--- config.mk ---
export PLATFORM = sky130hd
export DESIGN_NAME = sha_host_if_flat
export DESIGN_NICKNAME = d
export VERILOG_FILES = /design/src/rtl/sha_if_pkg.sv /design/src/rtl/sha_host_if_if.sv /design/src/rtl/sha_beat_pack.sv /design/src/rtl/sha_host_if.sv /design/src/flat_wrapper.sv
export SDC_FILE = /design/constraint.sdc
export NUM_CORES = 1
export LEC_CHECK = 0
export ABC_AREA = 1
export BUFFER_PORTS_ARGS = -buffer_cell sky130_fd_sc_hd__buf_4
export CAP_MARGIN = 30
export CORE_MARGIN = 5
export CORE_UTILIZATION = 40
export DETAILED_ROUTE_END_ITERATION = 8
export GPL_TIMING_DRIVEN = 0
export PLACE_DENSITY = 0.6
export REMOVE_ABC_BUFFERS = 1
export SLEW_MARGIN = 20
export SYNTH_ARGS = -nofsm -noshare
export SYNTH_HDL_FRONTEND = slang
export SYNTH_SLANG_ARGS = --single-unit
export TNS_END_PERCENT = 5
--- constraint.sdc ---
create_clock -name clk -period 4 [get_ports clk]
set_input_delay 0 -clock clk [delete_from_list [all_inputs] [get_ports clk]]
set_output_delay 0 -clock clk [all_outputs]
set_load 0.05 [all_outputs]
--- src/rtl/sha_if_pkg.sv ---
// Shared definitions for the SHA host bridge: FSM encoding and bus-width legality.
package sha_if_pkg;

  typedef enum logic [2:0] {
    IDLE = 3'd0,
    LACK = 3'd1,
    FACK = 3'd2,
    FEED = 3'd3,
    RUN  = 3'd4
  } state_t;

  function automatic bit bus_w_legal(input int w);
    return (w == 8) || (w == 16) || (w == 32);
  endfunction

endpackage

--- src/rtl/sha_host_if_if.sv ---
// Host-side beat bus of the SHA bridge: write/read pulses in, registered data and ack/err out.
interface sha_host_if_if #(parameter int BUS_W = 16) ();

  logic             load;
  logic             fetch;
  logic             first;
  logic [BUS_W-1:0] idata;
  logic [BUS_W-1:0] odata;
  logic             ack;
  logic             err;

  modport master (output load, fetch, first, idata, input  odata, ack, err);
  modport slave  (input  load, fetch, first, idata, output odata, ack, err);

endinterface

--- src/rtl/sha_beat_pack.sv ---
// Packs BUS_W host beats into a block of 32-bit words; the first-loaded word ends up at index 0.
module sha_beat_pack #(
    parameter int BUS_W     = 16,
    parameter int BLK_WORDS = 16,
    parameter int IW        = 4
) (
    input  logic             clk,
    input  logic             rst_n,
    input  logic             shift_en,
    input  logic [BUS_W-1:0] din,
    input  logic [IW-1:0]    rd_idx,
    output logic [31:0]      word_o
);

    localparam int W = BLK_WORDS * 32;

    logic [W-1:0] blk_q;

    always_ff @(posedge clk or negedge rst_n) begin
        if (!rst_n)        blk_q <= '0;
        else if (shift_en) blk_q <= {blk_q[W-BUS_W-1:0], din};
    end

    // Oldest data sits at the MSB end once the block is full.
    assign word_o = blk_q[(BLK_WORDS-1-int'(rd_idx))*32 +: 32];

endmodule

--- src/rtl/sha_host_if.sv ---
// Host bridge for a SHA core: collects a message block beat by beat, streams it to the core,
// and serves the chaining value back to the host one beat per fetch.
module sha_host_if
    import sha_if_pkg::*;
#(
    parameter int BUS_W     = 16,
    parameter int BLK_WORDS = 16,
    parameter int DIG_WORDS = 8
) (
    input  logic                    clk,
    input  logic                    rst_n,
    sha_host_if_if.slave            host,
    input  logic [32*DIG_WORDS-1:0] digest,
    input  logic                    core_busy,
    output logic [31:0]             msg_word,
    output logic                    msg_valid,
    output logic                    core_start,
    output logic                    core_first,
    output logic                    busy_valid,
    output logic                    blk_done
);

    localparam int BEATS  = BLK_WORDS * 32 / BUS_W;
    localparam int RBEATS = DIG_WORDS * 32 / BUS_W;
    localparam int BCW    = $clog2(BEATS);
    localparam int RCW    = $clog2(RBEATS);
    localparam int FCW    = $clog2(BLK_WORDS);

    if (!bus_w_legal(BUS_W)) begin : g_bad_bus_w
        $error("sha_host_if: BUS_W must be 8, 16 or 32");
    end

    state_t           state_q, state_d;
    logic [BCW-1:0]   beat_q, beat_d;
    logic [RCW-1:0]   rd_q, rd_d;
    logic [FCW-1:0]   feed_q, feed_d;
    logic [BUS_W-1:0] odata_q, odata_d;
    logic             err_q, err_d;
    logic             full_q, full_d;
    logic             first_q, first_d;
    logic             cfirst_q, cfirst_d;
    logic             cbusy_q;
    logic             shift_en;
    logic             fall;

    assign fall = cbusy_q & ~core_busy;

    always_comb begin
        state_d  = state_q;
        beat_d   = beat_q;
        rd_d     = rd_q;
        feed_d   = feed_q;
        odata_d  = odata_q;
        err_d    = 1'b0;
        full_d   = full_q;
        first_d  = first_q;
        cfirst_d = cfirst_q;
        shift_en = 1'b0;
        blk_done = 1'b0;
        unique case (state_q)
            IDLE: begin
                if (host.load) begin
                    // Beat is captured with its load pulse so the host need not hold idata.
                    state_d  = LACK;
                    shift_en = 1'b1;
                    full_d   = (beat_q == BCW'(BEATS-1));
                    beat_d   = full_d ? '0 : beat_q + 1'b1;
                    if (beat_q == '0) first_d = host.first;
                    err_d    = host.fetch;
                end else if (host.fetch) begin
                    if (beat_q == '0) begin
                        state_d = FACK;
                        odata_d = digest[(RBEATS-1-int'(rd_q))*BUS_W +: BUS_W];
                        rd_d    = (rd_q == RCW'(RBEATS-1)) ? '0 : rd_q + 1'b1;
                    end else begin
                        err_d   = 1'b1;
                    end
                end
            end
            LACK: begin
                err_d  = host.load | host.fetch;
                feed_d = '0;
                if (full_q) begin
                    state_d  = FEED;
                    cfirst_d = first_q;
                end else begin
                    state_d  = IDLE;
                end
            end
            FACK: begin
                err_d   = host.load | host.fetch;
                state_d = IDLE;
            end
            FEED: begin
                err_d  = host.load | host.fetch;
                feed_d = feed_q + 1'b1;
                if (feed_q == FCW'(BLK_WORDS-1)) state_d = RUN;
            end
            RUN: begin
                err_d = host.load | host.fetch;
                if (fall) begin
                    blk_done = 1'b1;
                    rd_d     = '0;
                    state_d  = IDLE;
                end
            end
            default: state_d = IDLE;
        endcase
    end

    always_ff @(posedge clk or negedge rst_n) begin
        if (!rst_n) begin
            state_q  <= IDLE;
            beat_q   <= '0;
            rd_q     <= '0;
            feed_q   <= '0;
            odata_q  <= '0;
            err_q    <= 1'b0;
            full_q   <= 1'b0;
            first_q  <= 1'b0;
            cfirst_q <= 1'b0;
            cbusy_q  <= 1'b0;
        end else begin
            state_q  <= state_d;
            beat_q   <= beat_d;
            rd_q     <= rd_d;
            feed_q   <= feed_d;
            odata_q  <= odata_d;
            err_q    <= err_d;
            full_q   <= full_d;
            first_q  <= first_d;
            cfirst_q <= cfirst_d;
            cbusy_q  <= core_busy;
        end
    end

    sha_beat_pack #(
        .BUS_W    (BUS_W),
        .BLK_WORDS(BLK_WORDS),
        .IW       (FCW)
    ) u_pack (
        .clk     (clk),
        .rst_n   (rst_n),
        .shift_en(shift_en),
        .din     (host.idata),
        .rd_idx  (feed_q),
        .word_o  (msg_word)
    );

    assign host.odata = odata_q;
    assign host.ack   = (state_q == LACK) || (state_q == FACK);
    assign host.err   = err_q;
    assign msg_valid  = (state_q == FEED);
    assign core_start = (state_q == FEED) && (feed_q == '0);
    assign core_first = cfirst_q;
    assign busy_valid = (state_q == FEED) || ((state_q == RUN) && !fall);

endmodule

--- src/flat_wrapper.sv ---
// flat-port wrapper written by rule: the top's interface ports become plain ports
module sha_host_if_flat import sha_if_pkg::*;
#(
    parameter int BUS_W     = 16,
    parameter int BLK_WORDS = 16,
    parameter int DIG_WORDS = 8
)
  (clk, rst_n, digest, core_busy, msg_word, msg_valid, core_start, core_first, busy_valid, blk_done, host_load, host_fetch, host_first, host_idata, host_odata, host_ack, host_err);
  sha_host_if_if #(.BUS_W(BUS_W)) host_i ();
  input  logic clk;
  input  logic rst_n;
  input  logic [32*DIG_WORDS-1:0] digest;
  input  logic core_busy;
  output logic [31:0] msg_word;
  output logic msg_valid;
  output logic core_start;
  output logic core_first;
  output logic busy_valid;
  output logic blk_done;
  input wire logic [$bits(host_i.load)-1:0] host_load;
  input wire logic [$bits(host_i.fetch)-1:0] host_fetch;
  input wire logic [$bits(host_i.first)-1:0] host_first;
  input wire logic [$bits(host_i.idata)-1:0] host_idata;
  output wire logic [$bits(host_i.odata)-1:0] host_odata;
  output wire logic [$bits(host_i.ack)-1:0] host_ack;
  output wire logic [$bits(host_i.err)-1:0] host_err;
  assign host_i.load = host_load;
  assign host_i.fetch = host_fetch;
  assign host_i.first = host_first;
  assign host_i.idata = host_idata;
  assign host_odata = host_i.odata;
  assign host_ack = host_i.ack;
  assign host_err = host_i.err;
  sha_host_if #(.BUS_W(BUS_W), .BLK_WORDS(BLK_WORDS), .DIG_WORDS(DIG_WORDS)) u_core (.clk(clk), .rst_n(rst_n), .host(host_i), .digest(digest), .core_busy(core_busy), .msg_word(msg_word), .msg_valid(msg_valid), .core_start(core_start), .core_first(core_first), .busy_valid(busy_valid), .blk_done(blk_done));
endmodule
### Word level (Yosys, flattened, before mapping)

Index checks and enable logic that the tools add are counted.

| storage, ports and cells | value |
|---|---|
| flip-flop bits (word level) | 549 |
| input bits | 278 |
| output and inout bits | 55 |
| logic and storage cells | 76 |

| cells by class | value |
|---|---|
| add/sub/neg operators | 5 |
| equal/unequal tests | 14 |
| shift operators | 2 |
| multiplexer cells | 23 |
| bitwise gates (word level) | 4 |
| reductions and logical operators | 17 |

Operators with widths:

| operator | count |
|---|---|
| 512-bit by 10-bit variable part select with 32-bit output | 1 |
| 256-bit by 32-bit variable part select with 16-bit output | 1 |
| 4-bit two-way mux | 5 |
| 4-bit case mux with 2 select lines | 2 |
| 3-bit two-way mux | 5 |
| 3-bit case mux with 4 select lines | 1 |
| 4-bit by 4-bit subtractor with 5-bit output, first input constant | 2 |
| 4-bit by 1-bit adder with 4-bit output, second input constant | 2 |
| 4-bit equality test, second input constant | 2 |
| 4-bit AND reduction | 2 |
| 1-bit two-way mux | 7 |
| 3-bit by 2-bit equality test with 1-bit output, second input constant | 2 |
| 2-bit by 1-bit inequality test with 1-bit output, second input constant | 3 |
| 5-bit by 1-bit adder with 5-bit output, second input constant | 1 |
| 5-bit equality test, second input constant | 1 |
| 5-bit logical NOT | 1 |
| 5-bit two-way mux | 1 |
| 5-bit AND reduction | 1 |
| 4-bit logical NOT | 1 |
| 2-bit inequality test, second input constant | 2 |
| 2-bit AND reduction | 2 |
| 2-bit nonzero test | 2 |
| 4-bit OR reduction | 1 |
| 3-bit by 1-bit equality test with 1-bit output, second input constant | 1 |
| other kinds (13) | 16 |

### Depth between registers and ports, before layout

| logic depth | value |
|---|---|
| word-level depth | 6 |
| gate-level depth with buffers | 12 |
| gate-level depth less buffers | 9 |

### By module

From an unflattened synthesis, not the netlist that was laid out.

| unflattened totals | value |
|---|---|
| cell total of the unflattened synthesis | 4240 |
| area total of the unflattened synthesis | 29972.5 um^2 |

By module, submodules not included:

| module | instances | cells an instance | area each (um^2) | seq. area each (um^2) |
|---|---|---|---|---|
| sha_beat_pack | 1 | 3263 | 25015.2 | 12812.3 |
| sha_host_if | 1 | 977 | 4957.3 | 925.9 |

### Worst setup path after synthesis

No wires, ideal clock.

| timing path | value |
|---|---|
| path kind | reg2out |
| start point | reg u_core.state_q[0] |
| end point | out core_start |
| arrival time | 2152 ps |
| required time | 4000 ps |
| setup slack | 1848 ps |
| stages on the path, launching flop included | 5 |
| buffers on the path | 0 |
| cells stage by stage | dfrtp_1 nand2_1 nor2_1 inv_1 nor2_1 |

| on the way | value |
|---|---|
| word-level cells in the longest chain between the ends | 2 |

RTL lines:

| what | RTL line | text |
|---|---|---|
| from (decl) | sha_host_if.sv:33 | `state_t state_q, state_d;` |
| from (signal assigned) | sha_host_if.sv:124 | `state_q <= state_d;` |
| 3-bit by 2-bit equality test with 1-bit output | -- |  |
| named net msg_valid | flat_wrapper.sv:15 | `output logic msg_valid;` |
| 1-bit logical AND | sha_host_if.sv:154 | `assign core_start = (state_q == FEED) && (feed_q == '0);` |
| to (decl) | flat_wrapper.sv:16 | `output logic core_start;` |

The timed path passes the listed nets, and every way through them passes these cells.

### Worst setup path after layout

| timing path | value |
|---|---|
| start point | reg u_core.rd_q[0] |
| end point | reg u_core.odata_q[11] (netlist: u_core.host.odata[11]) |

| on the way | value |
|---|---|
| word-level cells in the longest chain between the ends | 2 |

RTL lines:

| what | RTL line | text |
|---|---|---|
| from (decl) | sha_host_if.sv:35 | `logic [RCW-1:0] rd_q, rd_d;` |
| from (signal assigned) | sha_host_if.sv:126 | `rd_q <= rd_d;` |
| 4-bit by 4-bit subtractor with 5-bit output | sha_host_if.sv:73 | `odata_d = digest[(RBEATS-1-int'(rd_q))*BUS_W +: BUS_W];` |
| 256-bit by 32-bit variable part select with 16-bit output | sha_host_if.sv:73 |  |
| to (signal assigned) | sha_host_if.sv:128 | `odata_q <= odata_d;` |
| to (decl) | sha_host_if.sv:37 | `logic [BUS_W-1:0] odata_q, odata_d;` |

Every way passes these cells.
A chain may end at the register's enable or synchronous reset.

==> metrics.log <==
[metrics] layout overhead on the synthesized area: 24.1%
[metrics] fraction of post-synthesis cell area in the top cell type by area: 0.484
[metrics] number of DRC violations after detailed-routing iteration 0: around 2100
[metrics] part of the Yosys area used for sequential elements: 0.484
[metrics] Data required, critical path: about 4.5 ns
[metrics] antenna violations before repair: 0
[metrics] top-count cell post-synth: nand2_1
[metrics] Min Clock Period, post-route: 3.85 ns
[metrics] wire length of the first global-routing pass: about 130000 um
[metrics] relative contribution of sequential cells to total power: 0.344
[metrics] CTS tree: built
[metrics] pin count of the biggest net entering global routing: roughly 150
[metrics] final number of setup-violating endpoints: 0
[metrics] CP Capture Type: flop
[metrics] Post-Syn Area: between 20000 and 30000 um^2
[metrics] number of enable flip-flop cells after synthesis: 0
[metrics] skew final: approximately 0.016 ns
[metrics] leading register cell type out of synthesis: dfrtp_1
[metrics] maximum vdd drop: ~0.47 mV
[metrics] total count of max-transition violations in the final report: 0
[metrics] post-placement cell count: approximately 5000
[metrics] Peak Freq: approximately 260 MHz
[metrics] Fin. Hold Viols: 0
[metrics] CTS Buf Count: 66
[metrics] y dimension of the die: 276 um
[metrics] slew at the pin closest to its max-slew limit: between 0.8 and 0.9 ns
[metrics] path depth of the worst reg2reg path: 12
[metrics] overall routing resource usage: 0.204
[metrics] crit path DAT: 4.31 ns
[metrics] share of total power in combinational logic: 0.434
[metrics] placeable core area: 70300 um^2
[metrics] clk sinks: between 500 and 600
[metrics] startpoint-to-endpoint class of the critical path: reg2reg
[metrics] worst relative slew slack: 0.399
[metrics] maximum clock insertion buffer count: 3
[metrics] Hold Path Class: in2async
[metrics] final routed wirelength across all metal layers: 80200 um
[metrics] post-layout util: 0.501
[metrics] most frequent cells after synthesis: 1324 x nand2_1, 635 x o21ai_0, 549 x dfrtp_1
[metrics] FF+latch count, synth: between 500 and 600
[metrics] Avg WL per Cell: 15.4 um
[metrics] half-perimeter wire length after detailed placement: around 50000 um
[metrics] drt pass-1 iters: 6
[metrics] maximum level of the CTS H-tree: 3
[metrics] vias in the first global route: approximately 24000
[metrics] register-to-register setup slack: about 0.15 ns
[metrics] endpoint of the lowest-slack register-to-register path: u_core.host.odata[11]
[metrics] number of standard cells after synthesis: slightly below 4000
[metrics] sw power: around 12 mW
[metrics] Pint: around 16 mW
[metrics] proportion of register bits with asynchronous set or reset after synthesis: 1.00
[metrics] DRC viols: 0
[metrics] clock root cell: clkbuf_16
[metrics] Post-layout nets: roughly 4500
[metrics] total die area: 76400 um^2
[metrics] fraction of layout instances using a drive strength above 1: 0.117
[metrics] number of inserted diodes: 0
[metrics] outcome: finished clean
[metrics] max capacitance violation total: 0
[metrics] Antenna Nets Post-Route: 0
[metrics] clock-pin slew reported for the worst setup and hold paths after clock tree synthesis: about 0.050 ns
[metrics] leakage component of the power: approximately 17 nW
[metrics] setup repair after global routing missed its margin: yes
[metrics] global route overflow: 0
[metrics] worst skew pair latency: 0.59 ns
[metrics] effective utilization at floorplan: 0.404
[metrics] vias after detailed routing: approximately 26000
[metrics] Reg2Reg Launch Point: u_core.rd_q[0]
[metrics] post-synth top area cell: dfrtp_1
[metrics] power density relative to cell area: between 700 and 800 nW/um^2
[metrics] YS warnings: 0
[metrics] number of port buffers: between 300 and 400
[metrics] largest cells by area after synthesis: dfrtp_1 48%, nand2_1 18%, o21ai_0 11%
[metrics] syn_area_per_cell: 7.24 um^2
[metrics] number of cells in the finished layout apart from fillers: just over 5000
[metrics] Rows: 97
[metrics] post-synthesis cell type count: 26
[metrics] fraction of the cycle the final worst path needs: 0.962
[metrics] RD Place Congestion: 0.883
[metrics] highest fanout seen on the critical path: a little over 50
[metrics] number of top-level pins: between 300 and 400
[metrics] overall die width: between 200 and 300 um
[metrics] Clock Power Share: 0.222
[metrics] kind of launch point of the worst setup path: flop
[metrics] Sw Ratio: 0.420
[metrics] detailed-route vias per instance: 4.92
[area by class of cell]
| cell class | count | area (um^2) |
|---|---|---|
| clock buffers | 98 | 2090 |
| repair buffers | 494 | 4680 |
| flip-flops and latches | 549 | 13800 |
| fillers | 6838 | 35000 |
| well taps | 940 | 1180 |
| multi-input cells | 2594 | 11400 |
| clock inverters | 15 | 154 |
| inverters | 508 | 1940 |
[layer usage]
layer / vias to the layer above / share of wire / global-route usage
met4: 0 / 0.030 / 0.0633
met1: 11892 / 0.48 / 0.293
met2: 585 / 0.45 / 0.324
li1: 12965 / - / -
met5: - / 0 / 0
met3: 149 / 0.044 / 0.0297
[metrics by stage]
| step | cell area, um^2 | setup slack (ns) | total power [mW] | TNS, ns | hold slack, ns |
|---|---|---|---|---|---|
| floorplan | 27100 | -8.46 | 16.1 | -2820.23 | -0.296 |
| global placement | 30700 | -18.51 | 19.6 | -8090.86 | 0.148 |
| detailed placement | 31700 | 0.837 | 20.7 | 0 | 0.0788 |
| CTS | 35200 | 0.0638 | 27.6 | 0 | 0.00178 |
| global route | 35200 | -0.0371 | 29.7 | -0.0371 | 0.0665 |
| finish | 35200 | 0.154 | 27.4 | 0 | 0.0386 |
[worst max path at each step]
stage / startpoint / endpoint / slack, ns / cells past startpoint
floorplan: u_core.state_q[2] / u_core.beat_q[3] / -8.46 / 7
global placement: u_core.state_q[2] / u_core.u_pack.blk_q[4] / -18.51 / 7
detailed placement: u_core.state_q[1] / u_core.u_pack.blk_q[8] / 0.84 / 10
CTS: u_core.rd_q[0] / u_core.host.odata[11] / 0.06 / 12
global route: u_core.rd_q[0] / u_core.host.odata[13] / -0.04 / 12
finish: u_core.rd_q[0] / u_core.host.odata[11] / 0.15 / 12
[flip-flops by register name, indices dropped and copies added (netlist names)]
register	flops
u_core.u_pack.blk_q	512
u_core.host.odata	16
u_core.beat_q	5
u_core.feed_q	4
u_core.rd_q	4
u_core.state_q	3
u_core.cbusy_q	1
u_core.core_first	1
u_core.first_q	1
u_core.full_q	1
u_core.host.err	1
[placed cells by master (no fill, tap or decap), types with 4 or more instances in the layout]
| cell | instances |
|---|---|
| nand2_1 | 1324 |
| clkbuf_8 | 21 |
| buf_4 | 332 |
| buf_16 | 26 |
| dfrtp_4 | 4 |
| o21ai_0 | 635 |
| clkbuf_16 | 72 |
| inv_8 | 4 |
| o21ai_1 | 15 |
| a21oi_1 | 258 |
| dfrtp_1 | 542 |
| nor2_1 | 8 |
| nand4_1 | 4 |
| nand3_1 | 330 |
| clkbuf_1 | 6 |
| inv_1 | 498 |
| ha_1 | 6 |
| clkinv_2 | 12 |
| buf_12 | 9 |
| dlygate4sd3_1 | 125 |
[kinds of logic (layout without fill, tap and decap cells)]
group	Yosys count	after routing	share of synthesized area
flip-flops	549	549	0.484
adder cells (fa/ha/maj)	6	6	0.00264
AO/OA/AOI/OAI	911	911	0.161
buffers and inverters	778	1115	0.114
XOR/XNOR	3	3	0.000926
AND/OR/NAND/NOR	1674	1674	0.238
[critical path: stages, from the launching register on]
cell	delay (ns)
dfrtp_4	0.65
inv_8	0.31
nand2_1	0.09
nand3_1	0.07
dlygate4sd3_1	0.56
nand3_1	0.09
dlygate4sd3_1	0.61
nand3_1	0.08
dlygate4sd3_1	0.55
nand2_1	0.05
dlygate4sd3_1	0.55
nand2_1	0.06
nand2_1	0.04
[power by group through the flow]
stage	Combinational [mW]	Clock, mW	Sequential (mW)
5_1_grt	13.5	6.50	9.75
2_1_floorplan	6.81	0	9.34
6_report	11.9	6.10	9.43
3_3_place_gp	9.53	0	10.1
4_1_cts	11.9	6.28	9.46
3_5_place_dp	11.2	0	9.51
[repair_timing]
item | in CTS | in global routing
setup buffers | 0 | 1
resized for setup | 0 | 1
hold buffers | 125 | 0
endpoints found under the setup margin | 0 | 4
endpoints found under the hold margin | 127 | 0
No activity file was read; power rests on OpenSTA's default activity.
